File: src/rtl/fetch_stage.sv
`default_nettype none
// ============================================================================
// Module      : fetch_stage
// Description : Instruction-fetch front end. Holds the PC, addresses a
//               zero-latency instruction memory by word index and captures
//               the returned word into the IF/ID pipeline register.
//               Supports decode stall, redirect with IF/ID flush, and a
//               HALT state entered when the PC leaves the memory range.
// Ports       : clk, rst            - clock, synchronous active-high reset
//               stall               - hold PC, IF/ID and fetch_count
//               redirect_valid/pc   - load aligned target PC, flush IF/ID
//               imem_addr/instr     - word index out, instruction word in
//               id_valid/pc/pc_plus4/instr - IF/ID register contents
//               halted              - fetch stopped on out-of-range PC
//               fetch_count         - instructions delivered since reset
// Revision    : 1.0 - initial release
// ============================================================================
module fetch_stage #(
    parameter int          N        = 32,
    parameter int          M        = 256,
    parameter logic [N-1:0] RESET_PC = '0
) (
    input  logic         clk,
    input  logic         rst,
    input  logic         stall,
    input  logic         redirect_valid,
    input  logic [N-1:0] redirect_pc,
    output logic [N-1:0] imem_addr,
    input  logic [N-1:0] imem_instr,
    output logic         id_valid,
    output logic [N-1:0] id_pc,
    output logic [N-1:0] id_pc_plus4,
    output logic [N-1:0] id_instr,
    output logic         halted,
    output logic [N-1:0] fetch_count
);

    localparam logic [N-1:0] C_NOP   = N'(32'h0000_0013);
    localparam logic [N-1:0] C_DEPTH = N'(M);
    localparam logic [N-1:0] C_FOUR  = N'(4);

    typedef enum logic [0:0] {
        S_RUN  = 1'b0,
        S_HALT = 1'b1
    } state_t;

    state_t       r_state;
    logic [N-1:0] r_pc;
    logic         r_id_valid;
    logic [N-1:0] r_id_pc;
    logic [N-1:0] r_id_pc_plus4;
    logic [N-1:0] r_id_instr;
    logic         r_halted;
    logic [N-1:0] r_fetch_count;

    state_t       w_state_nxt;
    logic [N-1:0] w_pc_nxt;
    logic         w_id_valid_nxt;
    logic [N-1:0] w_id_pc_nxt;
    logic [N-1:0] w_id_pc_plus4_nxt;
    logic [N-1:0] w_id_instr_nxt;
    logic [N-1:0] w_fetch_count_nxt;
    logic [N-1:0] w_word_idx;
    logic [N-1:0] w_redirect_aligned;
    logic [N-1:0] w_pc_plus4;
    logic         w_in_range;

    assign w_word_idx         = {2'b00, r_pc[N-1:2]};
    assign w_redirect_aligned = {redirect_pc[N-1:2], 2'b00};
    assign w_pc_plus4         = r_pc + C_FOUR;
    assign w_in_range         = (w_word_idx < C_DEPTH);

    // Next-state and next-register values; every target defaults to hold.
    always_comb begin
        w_state_nxt       = r_state;
        w_pc_nxt          = r_pc;
        w_id_valid_nxt    = r_id_valid;
        w_id_pc_nxt       = r_id_pc;
        w_id_pc_plus4_nxt = r_id_pc_plus4;
        w_id_instr_nxt    = r_id_instr;
        w_fetch_count_nxt = r_fetch_count;

        case (r_state)
            S_RUN: begin
                if (redirect_valid) begin
                    // Redirect wins over stall; id_pc/id_pc_plus4 keep their
                    // last values, only the valid flag and word are flushed.
                    w_pc_nxt       = w_redirect_aligned;
                    w_id_valid_nxt = 1'b0;
                    w_id_instr_nxt = C_NOP;
                end else if (stall) begin
                    // hold everything
                end else if (!w_in_range) begin
                    w_state_nxt    = S_HALT;
                    w_id_valid_nxt = 1'b0;
                    w_id_instr_nxt = C_NOP;
                end else begin
                    w_id_valid_nxt    = 1'b1;
                    w_id_pc_nxt       = r_pc;
                    w_id_pc_plus4_nxt = w_pc_plus4;
                    w_id_instr_nxt    = imem_instr;
                    w_pc_nxt          = w_pc_plus4;
                    w_fetch_count_nxt = r_fetch_count + 1'b1;
                end
            end
            S_HALT: begin
                // IF/ID is already flushed on HALT entry; only a redirect
                // restarts fetch. An out-of-range target re-halts next cycle.
                if (redirect_valid) begin
                    w_pc_nxt    = w_redirect_aligned;
                    w_state_nxt = S_RUN;
                end
            end
            default: begin
                w_state_nxt = S_RUN;
            end
        endcase
    end

    always_ff @(posedge clk) begin
        if (rst) begin
            r_state       <= S_RUN;
            r_pc          <= RESET_PC;
            r_id_valid    <= 1'b0;
            r_id_pc       <= '0;
            r_id_pc_plus4 <= '0;
            r_id_instr    <= C_NOP;
            r_halted      <= 1'b0;
            r_fetch_count <= '0;
        end else begin
            r_state       <= w_state_nxt;
            r_pc          <= w_pc_nxt;
            r_id_valid    <= w_id_valid_nxt;
            r_id_pc       <= w_id_pc_nxt;
            r_id_pc_plus4 <= w_id_pc_plus4_nxt;
            r_id_instr    <= w_id_instr_nxt;
            r_halted      <= (w_state_nxt == S_HALT);
            r_fetch_count <= w_fetch_count_nxt;
        end
    end

    assign imem_addr   = w_word_idx;
    assign id_valid    = r_id_valid;
    assign id_pc       = r_id_pc;
    assign id_pc_plus4 = r_id_pc_plus4;
    assign id_instr    = r_id_instr;
    assign halted      = r_halted;
    assign fetch_count = r_fetch_count;

endmodule
`default_nettype wire

File: config.mk
export PLATFORM = sky130hd
export DESIGN_NAME = fetch_stage
export DESIGN_NICKNAME = d
export VERILOG_FILES = /design/src/rtl/fetch_stage.sv
export SDC_FILE = /design/constraint.sdc
export NUM_CORES = 1
export LEC_CHECK = 0
export BUFFER_PORTS_ARGS = -buffer_cell sky130_fd_sc_hd__buf_2
export CAP_MARGIN = 15
export CORE_ASPECT_RATIO = 1.2
export CORE_MARGIN = 4
export CORE_UTILIZATION = 49
export DETAILED_ROUTE_END_ITERATION = 10
export PLACE_DENSITY_LB_ADDON = 0.05
export SYNTH_ARGS = -nofsm -noshare
export SYNTH_HDL_FRONTEND = slang
export SYNTH_SLANG_ARGS = --single-unit
File: constraint.sdc
create_clock -name clk -period 2.5 [get_ports clk]
set_input_delay 0.25 -clock clk [delete_from_list [all_inputs] [get_ports clk]]
set_output_delay 0.25 -clock clk [all_outputs]
set_load 0.01 [all_outputs]
# --- Yosys cells after proc, flatten, opt, wreduce, memory -nomap -nowiden ---
# Index checks and enable logic that the tools add are counted.
word_totals:
  register_bits: 162
  inputBits: 68
  out_inout_bits: 162
  elab_cells: 36
classes:
  n_addsub: 2
  order_cmp: 1
  n_eq_ne: 4
  mux: 16
  bitwise_logic: 3
  n_reduce_logical: 3
ops:
  columns: ["cell", "count"]
  rows:
  - ["$mux W32", 7]
  - ["$pmux W32 S2", 1]
  - ["$add A32 B1 Y32 const B", 1]
  - ["$add A32 B3 Y32 const B", 1]
  - ["$lt A30 B9 Y1 const B", 1]
  - ["$mux W1", 7]
  - ["$ne A3 B3 Y1 const B", 2]
  - ["$reduce_and A4 Y1", 1]
  - ["$not A1 Y1", 3]
  - ["$reduce_and A3 Y1", 1]
  - ["$ne A2 B1 Y1 const B", 1]
  - ["$ne A2 B2 Y1 const B", 1]
  - ["$pmux W1 S2", 1]
  - ["$reduce_and A2 Y1", 1]

# --- Depth between registers and ports, before layout ---
logic_depth:
  depth_word: 5
  mapped_depth: 9
  mapped_depth_nobuf: 6

# --- Worst setup path before layout ---
# Ideal clock, no wire load.
synth_timing:
  kind: "flip-flop to flip-flop"
  from: "register r_pc[2]"
  to: "register r_pc[22]"
  setup_ns: 0.086
  arrival_ns: 2.207
  required_ns: 2.414
  path_slack_ns: 0.207
  path_stages_with_launch: 7
  path_buffers: 0
  synth_period_minus_slack_ns: 2.293
  cell_sequence: "dfxtp_1 -> ha_1 -> inv_1 -> or4_1 -> or3_1 -> or3b_1 -> a211oi_1"
synth_between:
  elab_chain_cells: 5
  word_cells_on_any_way: 8
  classes_between: "1 x add/sub; 1 x order compare; 1 x eq/ne; 4 x mux; 1 x reduce/logical"
synth_rtl:
  columns: ["item", "line_no", "rtl"]
  rows:
  - ["start, declared", "48", "logic [N-1:0] r_pc;"]
  - ["start signal, assigned", "132", "r_pc <= w_pc_nxt;"]
  - ["$add A32 B3 Y32", "70", "assign w_pc_plus4 = r_pc + C_FOUR;"]
  - ["$mux W32", "93", "end else if (!w_in_range) begin"]
  - ["$mux W32", "91", "end else if (stall) begin"]
  - ["$mux W32", "85", "if (redirect_valid) begin"]
  - ["$pmux W32 S2", "83", "case (r_state)"]
# Several ways; a longest one is shown, not always the timed one. The select of a mux whose other input is x is not followed.
# A chain may end at the register's enable or synchronous reset.

# --- Final worst setup path ---
layout_timing:
  from: "register r_pc[3]"
  to: "register r_pc[22]"
# Same word-level chain as after synthesis.

==> out/metrics.yaml <==
timing:
  worst_slew_pin_slew_ps: 526
  fin_ws_ps: 141
  timing_hold_violations_final: 0
  finalClockSkew_ps: 14.1
  rsz0062_at_grt: "no"
  max_slew_margin: 0.649
  maxSlewViolCount: 0
  final_period_minus_worst_setup_slack_ps: 2360
  final.setup.tns_ps: 0
  fmax_mhz: 424
  final_worst_path_period_share: 0.944
  setup_violations: 0
die:
  area_enclosed_by_the_die_boundary_um2: 14300
  effective_utilization_at_floorplan: 0.502
  placement_rows: 44
  ioPinCount: 230
  floorplan.die.height_um: 130
  die_x_um: 110
  core_um2: 12200
logic_synthesis:
  synthesis.yosys.warnings: 0
  ys_seq_elements: 156
  synth-async-reset-ratio: 0
  netlist.top_cell.by_area: "dfxtp_1"
  seq_area_frac_synth: 0.511
  ys_top_cells_by_area: "dfxtp_1, nor2_1, and2_1"
  syn-cell-area_um2: 6110
  syn_avg_cell_area_um2: 9.00
  yosysUniqueCellTypes: 52
  synth_enable_flop_cells: 0
  synth_largest_type_area_fraction: 0.511
  synth-main-ff-cell: "dfxtp_1"
  netlist_instances: 679
clock_network:
  tritoncts_buffers: 17
  tritoncts: "done"
  htree_num_levels: 4
  cts-root-buf: "clkbuf_16"
  cts.sinks: 156
  clk_pin_slew_worst_paths_ps: 60
  postCtsHoldBufs: 0
  clkLatencyLatePin_ps: 420
  ctsLongestPathBuffers: 2
power_and_ir_drop:
  worst_ir_drop_vdd_mv: 0.389
  power.total_mw: 5.42
  leakagePower_nw: 3.52
  power.density_nw_per_um2: 674
critical_path:
  setup.worst_path.start_class: "register"
  timing.critical_path.slowest_cell_delay_ps: 580
  critPathSlowestCell: "or4_1"
  arrival_ps: 2700
  crit_chain: "ha_2 > inv_1 > or4_1 > or3_1 > or3b_1 > a211oi_2"
  crit_required_ps: 2840
  endpoint_kind: "register"
  timing.critical_path.fanout_max: 5
  critical_path.n_buffers_inverters: 1
  crit_family: "simple AND/OR/NAND/NOR gates"
  crit_path_category: "reg2reg"
placement:
  place.gp.congestion: 0.866
  hpwlAfterDp_um: 12200
  port-buffer-count: 221
  placement.setup.worst_slack_ps: 50.8
outcome:
  run_status: "completed"
final_layout:
  flow.area_growth_from_synthesis_pct: 31.6
  layout-drive-gt1-share: 0.324
  commonest_cells_after_routing_fill_and_taps_aside: "buf_2, dfxtp_1, nor2_1"
  leading_cell_type_in_the_layout_fill_and_taps_excluded: "buf_2"
  antenna_cells: 0
  finalNetCount: 965
global_route:
  global_route.usage.total: 0.232
  grt_pass1_wl_um: 26400
  antenna_found_initial: 0
  globalRoute.totalOverflow: 0
  grt_max_degree: 50
  first_global_vias: 5302
detailed_routing:
  initialDrtViolationCount: 408
  drt_pass1_iterations: 4
  drc: 0
  routed-via-count: 5726
  postRouteWirelength_um: 16900
  ant_nets: 0
  wire_per_inst_um: 15.8
  routed_via_density: 5.36
job:
  maxCapViolCount: 0
hold_path:
  class_of_the_most_critical_hold_timing_path: "in2reg"
==> worst min-delay path, delay by kind of cell <==
kind | cells | cell delay, ps
AOI/OAI and AO/OA | 1 | 70
and+or+nand+nor | 1 | 60
buffers and inverters | 1 | 80
==> stage by stage <==
step | util | cell area, um^2 | hold slack, ps | cells
final | 0.661 | 8040 | 75.8 | 1069
after global routing | 0.661 | 8040 | 75.9 | 1069
after CTS | 0.656 | 7990 | 56.1 | 1067
after detailed placement | 0.609 | 7410 | 438 | 1035
after global placement | 0.609 | 7410 | 436 | 1035
after floorplan | - | 6130 | 397 | 684
==> final timing paths <==
path / start / to / slack [ps] / depth (start not counted)
worst max-delay path: r_pc[3] / r_pc[22] / 140 / 6
worst min-delay path: imem_instr[1] / id_instr[1] / 80 / 3
worst max register to register: r_pc[3] / r_pc[22] / 140 / 6
worst min register to register: id_pc[3] / id_pc[3] / 450 / 2
==> flip-flops by register name (all words and copies together) (netlist names) <==
register and flops:
fetch_count 32, r_pc 30, id_pc_plus4 30, id_pc 30, halted 1, id_valid 1
id_instr 32
==> synthesized netlist by cell type, types with 2 or more instances <==
master,count
ha_1,2
a221oi_1,2
xnor2_1,11
nand2_1,57
a22oi_1,29
buf_2,11
a21oi_1,47
o21ai_0,16
clkbuf_1,41
dfxtp_1,156
a311oi_1,3
nor2_1,79
xor2_1,5
o31ai_1,13
a211oi_1,11
o22ai_1,4
o41ai_1,2
nand4b_1,3
nor2b_1,3
inv_1,11
buf_4,6
nor4_1,17
or3_1,12
and2_1,46
mux2i_1,12
o211ai_1,4
nand3_1,11
nor3_1,4
and4_1,6
or4_1,12
nand3b_1,3
o21ai_1,2
nand2b_1,6
nand4_1,14
==> final cells by class <==
class | count | area (um^2)
clock buffer | 19 | 443
clock inverter | 13 | 131
fill | 1057 | 4130
inverter | 11 | 41.3
multi-input combinational | 458 | 2730
sequential | 156 | 3120
tap | 161 | 201
timing repair buffer | 251 | 1370
==> per-layer routing <==
layer	GRT usage	share of wire	up-vias
li1	-	-	2820
met1	0.294	0.42	2639
met2	0.368	0.47	231
met3	0.0698	0.090	36
met4	0.0961	0.025	0
met5	0	0	-
==> timing repair <==
item                       in CTS  in global routing
setup buffers                   0                  1
setup endpoints to repair       0                 15
gates resized for setup         0                  4
==> where the power goes <==
group,total (mW),switching [mW],internal [mW]
combinational,0.374,0.222,0.151
clock,2.49,1.07,1.42
sequential,2.55,0.0338,2.52
==> cells by family (layout without fill, tap and decap cells) <==
family | count (synthesis) | count (layout) | synth area share
and+or+nand+nor | 282 | 282 | 0.244
DFF | 156 | 156 | 0.511
AOI/OAI and AO/OA | 139 | 139 | 0.146
buffers and inverters | 70 | 294 | 0.0502
xor gates and xnor gates | 16 | 16 | 0.0229
muxes | 13 | 13 | 0.0215
adders and majority gates | 2 | 2 | 0.00410
other | 1 | 6 | 0.000614
Note: power is estimated with default switching activity, not from simulation.
